**config.mk**
```make
export PLATFORM = sky130hd
export DESIGN_NAME = dlx_mem_arbiter_flat
export DESIGN_NICKNAME = d
export VERILOG_FILES = /design/src/rtl/dlx_mem_pkg.sv /design/src/rtl/dlx_mem_arbiter_if.sv /design/src/rtl/dlx_mem_watchdog.sv /design/src/rtl/dlx_mem_arbiter.sv /design/src/flat_wrapper.sv
export SDC_FILE = /design/constraint.sdc
export NUM_CORES = 1
export LEC_CHECK = 0
export CAP_MARGIN = 5
export CORE_MARGIN = 3
export CORE_UTILIZATION = 25
export DETAILED_ROUTE_END_ITERATION = 7
export GPL_TIMING_DRIVEN = 0
export SETUP_SLACK_MARGIN = 0.1
export SLEW_MARGIN = 5
export SYNTH_ARGS = -nofsm -noshare
export SYNTH_HDL_FRONTEND = slang
export SYNTH_SLANG_ARGS = --single-unit
```
**constraint.sdc**
```tcl
create_clock -name clk -period 3.7 [get_ports clk]
set_input_delay 0.74 -clock clk [delete_from_list [all_inputs] [get_ports clk]]
set_output_delay 0.74 -clock clk [all_outputs]
set_load 0.005 [all_outputs]
```
**src/rtl/dlx_mem_pkg.sv**
```systemverilog
// Shared arbiter state/grant types, the rdata value returned on an aborted
// transaction, and the IDLE-state arbitration rule.
package dlx_mem_pkg;

  typedef enum logic [1:0] {
    ARB_IDLE   = 2'd0,
    ARB_I_BUSY = 2'd1,
    ARB_D_BUSY = 2'd2
  } arb_state_t;

  typedef enum logic [1:0] {
    GNT_NONE = 2'd0,
    GNT_I    = 2'd1,
    GNT_D    = 2'd2
  } grant_t;

  localparam int unsigned ERR_RDATA_W = 64;
  localparam logic [ERR_RDATA_W-1:0] ERR_RDATA = '0;

  // Data wins unless it has already taken its full streak while fetch waits.
  function automatic grant_t arb_pick(input logic i_req, input logic d_req,
                                      input logic streak_full);
    grant_t g;
    g = GNT_NONE;
    if (d_req && !(i_req && streak_full)) begin
      g = GNT_D;
    end else if (i_req) begin
      g = GNT_I;
    end
    return g;
  endfunction

endpackage

```
**src/rtl/dlx_mem_arbiter_if.sv**
```systemverilog
// Bundle of the IF requester, MEM requester, memory port and pipeline stall
// signals; master is the arbiter side, slave the surrounding pipeline/memory.
interface dlx_mem_arbiter_if #(
  parameter int ADDR_W = 32,
  parameter int DATA_W = 32
);

  logic              i_req;
  logic [ADDR_W-1:0] i_addr;
  logic [DATA_W-1:0] i_rdata;
  logic              i_valid;

  logic              d_req;
  logic              d_we;
  logic [ADDR_W-1:0] d_addr;
  logic [DATA_W-1:0] d_wdata;
  logic [DATA_W-1:0] d_rdata;
  logic              d_valid;

  logic              m_req;
  logic              m_we;
  logic [ADDR_W-1:0] m_addr;
  logic [DATA_W-1:0] m_wdata;
  logic [DATA_W-1:0] m_rdata;
  logic              m_valid;

  logic              stall_if;
  logic              stall_mem;
  logic              err;

  modport master (
    input  i_req, i_addr, d_req, d_we, d_addr, d_wdata, m_rdata, m_valid,
    output i_rdata, i_valid, d_rdata, d_valid,
    output m_req, m_we, m_addr, m_wdata,
    output stall_if, stall_mem, err
  );

  modport slave (
    output i_req, i_addr, d_req, d_we, d_addr, d_wdata, m_rdata, m_valid,
    input  i_rdata, i_valid, d_rdata, d_valid,
    input  m_req, m_we, m_addr, m_wdata,
    input  stall_if, stall_mem, err
  );

endinterface

```
**src/rtl/dlx_mem_watchdog.sv**
```systemverilog
// Counts BUSY cycles without a memory completion; timeout is a combinational
// pulse on the TIMEOUT-th such cycle. TIMEOUT=0 disables it.
module dlx_mem_watchdog #(
  parameter int unsigned TIMEOUT = 64
) (
  input  logic clk,
  input  logic reset,
  input  logic i_start,
  input  logic i_busy,
  input  logic i_done,
  output logic o_timeout
);

  localparam int CNT_W = (TIMEOUT == 0) ? 1 : $clog2(TIMEOUT + 1);
  localparam logic [CNT_W-1:0] CNT_LAST = CNT_W'((TIMEOUT == 0) ? 0 : TIMEOUT - 1);

  logic [CNT_W-1:0] r_cnt;
  logic             w_hung;

  assign w_hung    = i_busy && !i_done && (r_cnt == CNT_LAST);
  assign o_timeout = (TIMEOUT != 0) && w_hung;

  // Saturates at the last count; the next grant clears it.
  always_ff @(posedge clk) begin
    if (reset) begin
      r_cnt <= '0;
    end else if (i_start) begin
      r_cnt <= '0;
    end else if (i_busy && !i_done && (r_cnt != CNT_LAST)) begin
      r_cnt <= r_cnt + 1'b1;
    end
  end

endmodule

```
**src/rtl/dlx_mem_arbiter.sv**
```systemverilog
// Arbitrates one single-ported memory between DLX fetch and data stages, with
// a data-first streak limit, a response watchdog and pipeline stall outputs.
module dlx_mem_arbiter
  import dlx_mem_pkg::*;
#(
  parameter int ADDR_W       = 32,
  parameter int DATA_W       = 32,
  parameter int MAX_D_STREAK = 4,
  parameter int TIMEOUT      = 64
) (
  input logic                clk,
  input logic                reset,
  dlx_mem_arbiter_if.master  bus
);

  localparam int STREAK_W = $clog2(MAX_D_STREAK + 1);
  localparam logic [STREAK_W-1:0] STREAK_MAX = STREAK_W'(MAX_D_STREAK);

  arb_state_t          r_state;
  arb_state_t          w_state_nxt;
  grant_t              w_grant;
  logic [STREAK_W-1:0] r_streak;
  logic                w_streak_full;
  logic                r_m_we;
  logic [ADDR_W-1:0]   r_m_addr;
  logic [DATA_W-1:0]   r_m_wdata;
  logic                r_err;
  logic                w_busy;
  logic                w_timeout;
  logic                w_fin;
  logic                w_i_valid;
  logic                w_d_valid;

  assign w_busy        = (r_state != ARB_IDLE);
  assign w_streak_full = (r_streak == STREAK_MAX);
  assign w_grant       = (r_state == ARB_IDLE) ?
                         arb_pick(bus.i_req, bus.d_req, w_streak_full) : GNT_NONE;
  assign w_fin         = bus.m_valid | w_timeout;

  dlx_mem_watchdog #(
    .TIMEOUT (TIMEOUT)
  ) u_watchdog (
    .clk       (clk),
    .reset     (reset),
    .i_start   (w_grant != GNT_NONE),
    .i_busy    (w_busy),
    .i_done    (bus.m_valid),
    .o_timeout (w_timeout)
  );

  always_ff @(posedge clk) begin
    if (reset) begin
      r_state <= ARB_IDLE;
    end else begin
      r_state <= w_state_nxt;
    end
  end

  // Every BUSY period returns through IDLE, so a req still high in its
  // completion cycle cannot be granted twice.
  always_comb begin
    w_state_nxt = r_state;
    case (r_state)
      ARB_IDLE: begin
        case (w_grant)
          GNT_I:   w_state_nxt = ARB_I_BUSY;
          GNT_D:   w_state_nxt = ARB_D_BUSY;
          default: w_state_nxt = ARB_IDLE;
        endcase
      end
      ARB_I_BUSY, ARB_D_BUSY: begin
        if (w_fin) begin
          w_state_nxt = ARB_IDLE;
        end
      end
      default: w_state_nxt = ARB_IDLE;
    endcase
  end

  always_comb begin
    w_i_valid     = (r_state == ARB_I_BUSY) && w_fin;
    w_d_valid     = (r_state == ARB_D_BUSY) && w_fin;
    bus.m_req     = w_busy;
    bus.m_we      = r_m_we;
    bus.m_addr    = r_m_addr;
    bus.m_wdata   = r_m_wdata;
    bus.i_valid   = w_i_valid;
    bus.d_valid   = w_d_valid;
    bus.i_rdata   = ((r_state == ARB_I_BUSY) && bus.m_valid) ? bus.m_rdata : DATA_W'(ERR_RDATA);
    bus.d_rdata   = ((r_state == ARB_D_BUSY) && bus.m_valid) ? bus.m_rdata : DATA_W'(ERR_RDATA);
    bus.stall_if  = bus.i_req & ~w_i_valid;
    bus.stall_mem = bus.d_req & ~w_d_valid;
    bus.err       = r_err;
  end

  // Request fields are captured once at grant and held for the BUSY period.
  always_ff @(posedge clk) begin
    if (reset) begin
      r_m_we    <= 1'b0;
      r_m_addr  <= '0;
      r_m_wdata <= '0;
      r_streak  <= '0;
      r_err     <= 1'b0;
    end else begin
      case (w_grant)
        GNT_I: begin
          r_m_addr  <= bus.i_addr;
          r_m_we    <= 1'b0;
          r_m_wdata <= '0;
          r_streak  <= '0;
        end
        GNT_D: begin
          r_m_addr  <= bus.d_addr;
          r_m_we    <= bus.d_we;
          r_m_wdata <= bus.d_wdata;
          if (!bus.i_req) begin
            r_streak <= '0;
          end else if (!w_streak_full) begin
            r_streak <= r_streak + 1'b1;
          end
        end
        default: ;
      endcase
      if (w_timeout) begin
        r_err <= 1'b1;
      end
    end
  end

endmodule
```
**src/flat_wrapper.sv**
```systemverilog
// flat-port wrapper written by rule: the top's interface ports become plain ports
module dlx_mem_arbiter_flat import dlx_mem_pkg::*;
#(
  parameter int ADDR_W       = 32,
  parameter int DATA_W       = 32,
  parameter int MAX_D_STREAK = 4,
  parameter int TIMEOUT      = 64
)
  (clk, reset, bus_i_req, bus_i_addr, bus_d_req, bus_d_we, bus_d_addr, bus_d_wdata, bus_m_rdata, bus_m_valid, bus_i_rdata, bus_i_valid, bus_d_rdata, bus_d_valid, bus_m_req, bus_m_we, bus_m_addr, bus_m_wdata, bus_stall_if, bus_stall_mem, bus_err);
  dlx_mem_arbiter_if #(.ADDR_W(ADDR_W), .DATA_W(DATA_W)) bus_i ();
  input logic clk;
  input logic reset;
  input wire logic [$bits(bus_i.i_req)-1:0] bus_i_req;
  input wire logic [$bits(bus_i.i_addr)-1:0] bus_i_addr;
  input wire logic [$bits(bus_i.d_req)-1:0] bus_d_req;
  input wire logic [$bits(bus_i.d_we)-1:0] bus_d_we;
  input wire logic [$bits(bus_i.d_addr)-1:0] bus_d_addr;
  input wire logic [$bits(bus_i.d_wdata)-1:0] bus_d_wdata;
  input wire logic [$bits(bus_i.m_rdata)-1:0] bus_m_rdata;
  input wire logic [$bits(bus_i.m_valid)-1:0] bus_m_valid;
  output wire logic [$bits(bus_i.i_rdata)-1:0] bus_i_rdata;
  output wire logic [$bits(bus_i.i_valid)-1:0] bus_i_valid;
  output wire logic [$bits(bus_i.d_rdata)-1:0] bus_d_rdata;
  output wire logic [$bits(bus_i.d_valid)-1:0] bus_d_valid;
  output wire logic [$bits(bus_i.m_req)-1:0] bus_m_req;
  output wire logic [$bits(bus_i.m_we)-1:0] bus_m_we;
  output wire logic [$bits(bus_i.m_addr)-1:0] bus_m_addr;
  output wire logic [$bits(bus_i.m_wdata)-1:0] bus_m_wdata;
  output wire logic [$bits(bus_i.stall_if)-1:0] bus_stall_if;
  output wire logic [$bits(bus_i.stall_mem)-1:0] bus_stall_mem;
  output wire logic [$bits(bus_i.err)-1:0] bus_err;
  assign bus_i.i_req = bus_i_req;
  assign bus_i.i_addr = bus_i_addr;
  assign bus_i.d_req = bus_d_req;
  assign bus_i.d_we = bus_d_we;
  assign bus_i.d_addr = bus_d_addr;
  assign bus_i.d_wdata = bus_d_wdata;
  assign bus_i.m_rdata = bus_m_rdata;
  assign bus_i.m_valid = bus_m_valid;
  assign bus_i_rdata = bus_i.i_rdata;
  assign bus_i_valid = bus_i.i_valid;
  assign bus_d_rdata = bus_i.d_rdata;
  assign bus_d_valid = bus_i.d_valid;
  assign bus_m_req = bus_i.m_req;
  assign bus_m_we = bus_i.m_we;
  assign bus_m_addr = bus_i.m_addr;
  assign bus_m_wdata = bus_i.m_wdata;
  assign bus_stall_if = bus_i.stall_if;
  assign bus_stall_mem = bus_i.stall_mem;
  assign bus_err = bus_i.err;
  dlx_mem_arbiter #(.ADDR_W(ADDR_W), .DATA_W(DATA_W), .MAX_D_STREAK(MAX_D_STREAK), .TIMEOUT(TIMEOUT)) u_core (.clk(clk), .reset(reset), .bus(bus_i));
endmodule
```
======== Yosys cells after proc, flatten, opt, wreduce, memory -nomap -nowiden ========
Index checks and enable logic that the tools add are counted.
cells by class
  add/sub/neg operators ................... 2
  eq/ne operators ......................... 9
  muxes and demuxes ....................... 14
  bitwise gates (word level) .............. 5
  reduce and logical (&&, ||, !) cells .... 18
operators with widths
  operator                                             number
  one-hot mux 32 bit (2 select lines)                  2
  two-way mux 32 bit                                   2
  logical AND 1 bit                                    9
  one-hot mux 2 bit (2 select lines)                   2
  adder 7 x 1 -> 7 bit, second input constant          1
  equality test 7 x 6 -> 1 bit, second input constant  1
  != test 7 x 6 -> 1 bit, second input constant        1
  two-way mux 2 bit                                    3
  two-way mux 3 bit                                    2
  one-hot mux 3 bit (2 select lines)                   1
  nonzero test 2 bit                                   3
  equality test 2 x 1 -> 1 bit, second input constant  2
  equality test 2 bit, second input constant           2
  OR reduction 2 bit                                   2
  adder 3 x 1 -> 3 bit, second input constant          1
  equality test 3 bit, second input constant           1
  != test 3 bit, second input constant                 1
  bitwise AND 1 bit                                    2
  zero test 1 bit                                      2
  zero test 2 bit                                      1
  != test 2 x 1 -> 1 bit, second input constant        1
  NOT 1 bit                                            2
  one-hot mux 1 bit (2 select lines)                   1
  AND reduction 2 bit                                  1
  other kinds (2)                                      2
storage, ports and cells
  flip-flop bits (word level) ............. 78
  input bits .............................. 134
  output and inout port bits .............. 135
  word-level logic and storage cells ...... 55

======== Logic depth before layout (Yosys ltp) ========
  depth in word-level cells ............... 9
  depth in mapped cells ................... 11
  mapped depth without buffers ............ 10

======== Cells and area by module ========
Synthesis repeated with hierarchy kept, for this count alone.
second synthesis, totals
  cell total of the unflattened synthesis .. 465
  area total of the unflattened synthesis .. 4041.4 µm²
modules (own cells, without submodules)
  module            instances  cells each  area an instance (µm²)  sequential area each (µm²)
  dlx_mem_arbiter   1          425         3652.3                  1421.4
  dlx_mem_watchdog  1          40          389.1                   140.1

======== Worst setup path after synthesis ========
Ideal clock, no wire load.
  kind .................................... in2reg
  from .................................... input port bus_i_req
  to ...................................... register u_core.r_streak[2]
  library setup time ...................... 0.070 ns
  data arrival time ....................... 2.022 ns
  data required time ...................... 3.630 ns
  path slack .............................. 1.608 ns
  cell stages on the path ................. 9
  buffers on the path ..................... 1
  path through ............................ nand3_1 nand3_1 inv_1 ha_1 buf_6 clkinv_2 o21ai_2 or4_1 a21oi_1
on the way
  longest elaborated chain between the ends .. 8
  elaborated cells between the ends (all ways) .. 13
  classes of those cells .................. eq/ne: 3; mux: 5; reduce/logical: 5
RTL lines
  item                                                                         line                    source
  start: declaration                                                           flat_wrapper.sv:13      input wire logic [$bits(bus_i.i_req)-1:0] bus_i_req;
  logical AND 1 bit                                                            dlx_mem_pkg.sv:25       if (d_req && !(i_req && streak_full)) begin
  zero test 1 bit                                                              dlx_mem_pkg.sv:25
  logical AND 1 bit                                                            dlx_mem_pkg.sv:25
  two-way mux 2 bit                                                            dlx_mem_pkg.sv:25
  two-way mux 2 bit                                                            dlx_mem_arbiter.sv:36   assign w_grant = (r_state == ARB_IDLE) ?
  equality test 2 bit / equality test 2 x 1 -> 1 bit (equally long branches)   dlx_mem_arbiter.sv:105  case (w_grant)
  != test 3 bit (no source line) / nonzero test 2 bit (equally long branches)  n/a
  AND reduction 2 bit (no source line)                                         n/a
  end signal: assignment                                                       dlx_mem_arbiter.sv:119  r_streak <= r_streak + 1'b1;
  end: declaration                                                             dlx_mem_arbiter.sv:22   logic [STREAK_W-1:0] r_streak;
Parallel ways exist; a longest one is shown, timed or not.
A chain may end at the register's enable or synchronous reset.

======== Worst setup path in the final report ========
  from .................................... input port bus_m_valid
  to ...................................... output port bus_i_rdata[20]
on the way
  longest elaborated chain between the ends .. 2
RTL lines
  item                line                   source
  start: declaration  flat_wrapper.sv:20     input wire logic [$bits(bus_i.m_valid)-1:0] bus_m_valid;
  logical AND 1 bit   dlx_mem_arbiter.sv:89  bus.i_rdata = ((r_state == ARB_I_BUSY) && bus.m_valid) ? bus.m_rdata : DATA_W'(ERR_RDATA);
  two-way mux 32 bit  dlx_mem_arbiter.sv:89
  end: declaration    flat_wrapper.sv:21     output wire logic [$bits(bus_i.i_rdata)-1:0] bus_i_rdata;
No other way between the ends.

==> flow_summary.json <==
{
  "hp-start": "u_core.u_watchdog.r_cnt[6]",
  "antenna-diode-count": 0,
  "synthTopCellsByCount": "dfxtp_1, and3_1, a21oi_1, nand3_1, nor2_1",
  "start_kind": "primary input",
  "detailed_place_hpwl_mm": 12.2,
  "synth_compound_area_frac": 0.135,
  "min_period_ns": 3.50,
  "synth_ff_type": "dfxtp_1",
  "async_flop_share": 0,
  "period_share": 0.946,
  "grt_max_degree": 13,
  "grt_pass1_wl_mm": 22.5,
  "cts_made_buffers": 9,
  "cp_num_cells": 5,
  "synth.most_common_cell": "dfxtp_1",
  "syn_nets": 604,
  "drt_iter0_markers": 140,
  "numClockSinks": 78,
  "synth_xor_area_frac": 0.00225,
  "ys_types": 35,
  "status": "finished clean",
  "netlist_area_sq_mm": 0.00389,
  "ir_drop_uv": 179,
  "hold_depth": 2,
  "first_pass_iters": 4,
  "synthAdderAreaFrac": 0.0321,
  "seq_area_frac_synth": 0.401,
  "cp-startpoint": "bus_m_valid",
  "clkTransAtPathRegs_ns": 0.06,
  "vias": 4440,
  "synth_simple_gate_area_share": 0.284,
  "cts_tree": "done",
  "overflow": 0,
  "clkLatencyLatePin_ns": 0.33,
  "reg2reg_from": "u_core.r_state[0]",
  "synth_mux_area_frac": 0.0852,
  "yosysWarningCount": 0,
  "area_growth_pct": 83.9,
  "cts_root_buffer": "clkbuf_16",
  "ctsHtreeMaxLevel": 3,
  "synth_largest_area_cell": "dfxtp_1",
  "postLayoutSetupSlackWorst_ns": 0.199,
  "ys_ff_latch": 78,
  "ios": 269,
  "critPathBufInv": 4,
  "cap_viol_max_count": 0,
  "register_area_sq_mm": 0.00156,
  "reg2reg_slack_ns": 1.38,
  "synthTopCellsByArea": "dfxtp_1, and3_1, mux2i_1, a211oi_1, nand2b_1",
  "yosysTopAreaCellShare": 0.401,
  "critPathMostFrequentCell": "clkdlybuf4s50_1",
  "post_cts_buffers": 0,
  "critPathCapture": "bus_i_rdata[20]",
  "gp_congestion": 0.861,
  "die-area_sq_mm": 0.0171,
  "layout-drive-gt1-share": 0.0497,
  "dieHeight_um": 131,
  "setup_viol": 0,
  "cts.path.max_buffers": 2,
  "post_drt_wl_per_cell_um": 16.3,
  "core_area_sq_mm": 0.0149,
  "rows": 44,
  "path_cells": "clkdlybuf4s50_1, clkbuf_2, clkbuf_1, and3_1, clkdlybuf4s50_1",
  "fin_worst_skew_ns": 0.00478,
  "critical_path.top_delay_family": "buffers and inverters",
  "port_buffers": 268,
  "fin_nets": 883,
  "fmax_ghz": 0.286,
  "grt_pass1_vias": 4431,
  "viasPerCell": 4.78,
  "initial_core_util": 0.262,
  "worstPathRequired_ns": 2.96,
  "cpPeakStageDelay_ns": 0.63,
  "routed_wl_mm": 15.1,
  "finalMaxSlewViolations": 0,
  "dieWidth_um": 131,
  "worst_setup_path_end_kind": "output pin",
  "tightest_slew_ns": 0.589,
  "hold_viol": 0,
  "crit_slowest_cell": "clkdlybuf4s50_1",
  "cp_max_fo": 10,
  "synth_top_family_by_area": "simple AND/OR/NAND/NOR gates",
  "p_per_area_mw_per_mm2": 380,
  "dp_slack_ns": 0.203,
  "crit_arrival_ns": 2.76,
  "track_usage": 0.168,
  "p_leak_nw": 2.81,
  "rsz0062_at_grt": "no",
  "avgSynthCellArea_sq_um": 8.46,
  "synth_edf_count": 0,
  "worst_r2r_path_depth": 8,
  "fillers": 1452,
  "worstSetupPathType": "primary input to output pin",
  "drc": 0,
  "slew_headroom": 0.608,
  "ant_nets": 0,
  "multi_input_area_sq_mm": 0.00210,
  "hp-class": "flip-flop to flip-flop",
  "syn_inst": 460,
  "finalSetupTns_ns": 0,
  "antenna_found_initial": 0,
  "r2r-end": "u_core.bus.m_addr[13]"
}
==> kinds of logic after synthesis <==
kind of cell | after synthesis
adder cells (fa/ha/maj) | 10
AO/OA/AOI/OAI | 85
multiplexers | 33
XOR/XNOR | 1
AND/OR/NAND/NOR | 200
buffers and inverters | 53
flip-flops | 78
==> cell type report <==
type / instances / share of cell area
clock inverter: 3 / 0.0126
timing repair buffer: 268 / 0.375
tap: 184 / 0.0322
clock buffer: 13 / 0.0364
multi-input combinational: 329 / 0.293
inverter: 9 / 0.00490
buffer: 44 / 0.0278
sequential: 78 / 0.218
==> where the power goes <==
group          internal (mW)  switching [mW]  leakage [nW]
combinational          0.415           0.313          2.00
sequential             0.916          0.0404         0.639
clock                  0.697           0.337         0.170
total                   2.03           0.691          2.81
==> timing repair <==
| item | in CTS | in global routing |
|---|---|---|
| setup endpoints to repair | 0 | 7 |
| resized for setup | 0 | 2 |
| hold buffers | 0 | 0 |
| hold endpoints to repair | 0 | 0 |
==> worst register-to-register path, cell delays in order (launching register included) <==
cell and delay, ns:
dfxtp_1 0.31, inv_1 0.09, ha_1 0.15, buf_2 0.21, nand3_1 0.18, ha_1 0.43
buf_2 0.28, clkbuf_1 0.39, a211oi_1 0.14
==> per-stage QoR <==
step	instances	hold WS [ns]	util	power, mW	instance area, sq um
after global placement	912	0.419	0.458	1.70	6810
after global routing	928	0.470	0.481	2.86	7160
after CTS	928	0.441	0.481	2.75	7160
after detailed placement	912	0.431	0.458	1.71	6810
final	928	0.442	0.481	2.72	7160
after floorplan	460	0.407	-	1.28	3890
==> placed cells by master (no fill, tap or decap), drive strengths merged, types with 32 or more instances in the layout <==
cell,netlist,routed
and3,64,64
mux2i,32,32
clkdlybuf4s50,0,268
a211oi,32,32
nand2b,35,35
nor2,38,38
nand3,40,40
clkbuf,30,43
dfxtp,78,78
a21oi,40,40
==> layer usage <==
metal	up-vias	track usage	routed length (um)
met3	25	0.0581	1560
met5	-	0	0
met2	209	0.316	7640
li1	2179	-	-
met4	0	0.0557	320
met1	2027	0.171	5570
==> flip-flops by register name (all words and copies together) (netlist names) <==
register                 flops
u_core.bus.m_addr           32
u_core.u_watchdog.r_cnt      7
u_core.bus.m_wdata          32
u_core.bus.err               1
u_core.bus.m_we              1
u_core.r_streak              3
u_core.r_state               2
==> how the worst min path moves through the flow <==
| stage | slack, ns | end |
|---|---|---|
| 3_5_place_dp | 0.43 | u_core.u_watchdog.r_cnt[6] |
| 5_1_grt | 0.47 | u_core.u_watchdog.r_cnt[6] |
| 4_1_cts | 0.44 | u_core.u_watchdog.r_cnt[6] |
| 3_3_place_gp | 0.42 | u_core.u_watchdog.r_cnt[6] |
| 2_1_floorplan | 0.41 | u_core.u_watchdog.r_cnt[6] |
| 6_report | 0.44 | u_core.u_watchdog.r_cnt[6] |
Note: power is estimated with default switching activity, not from simulation.
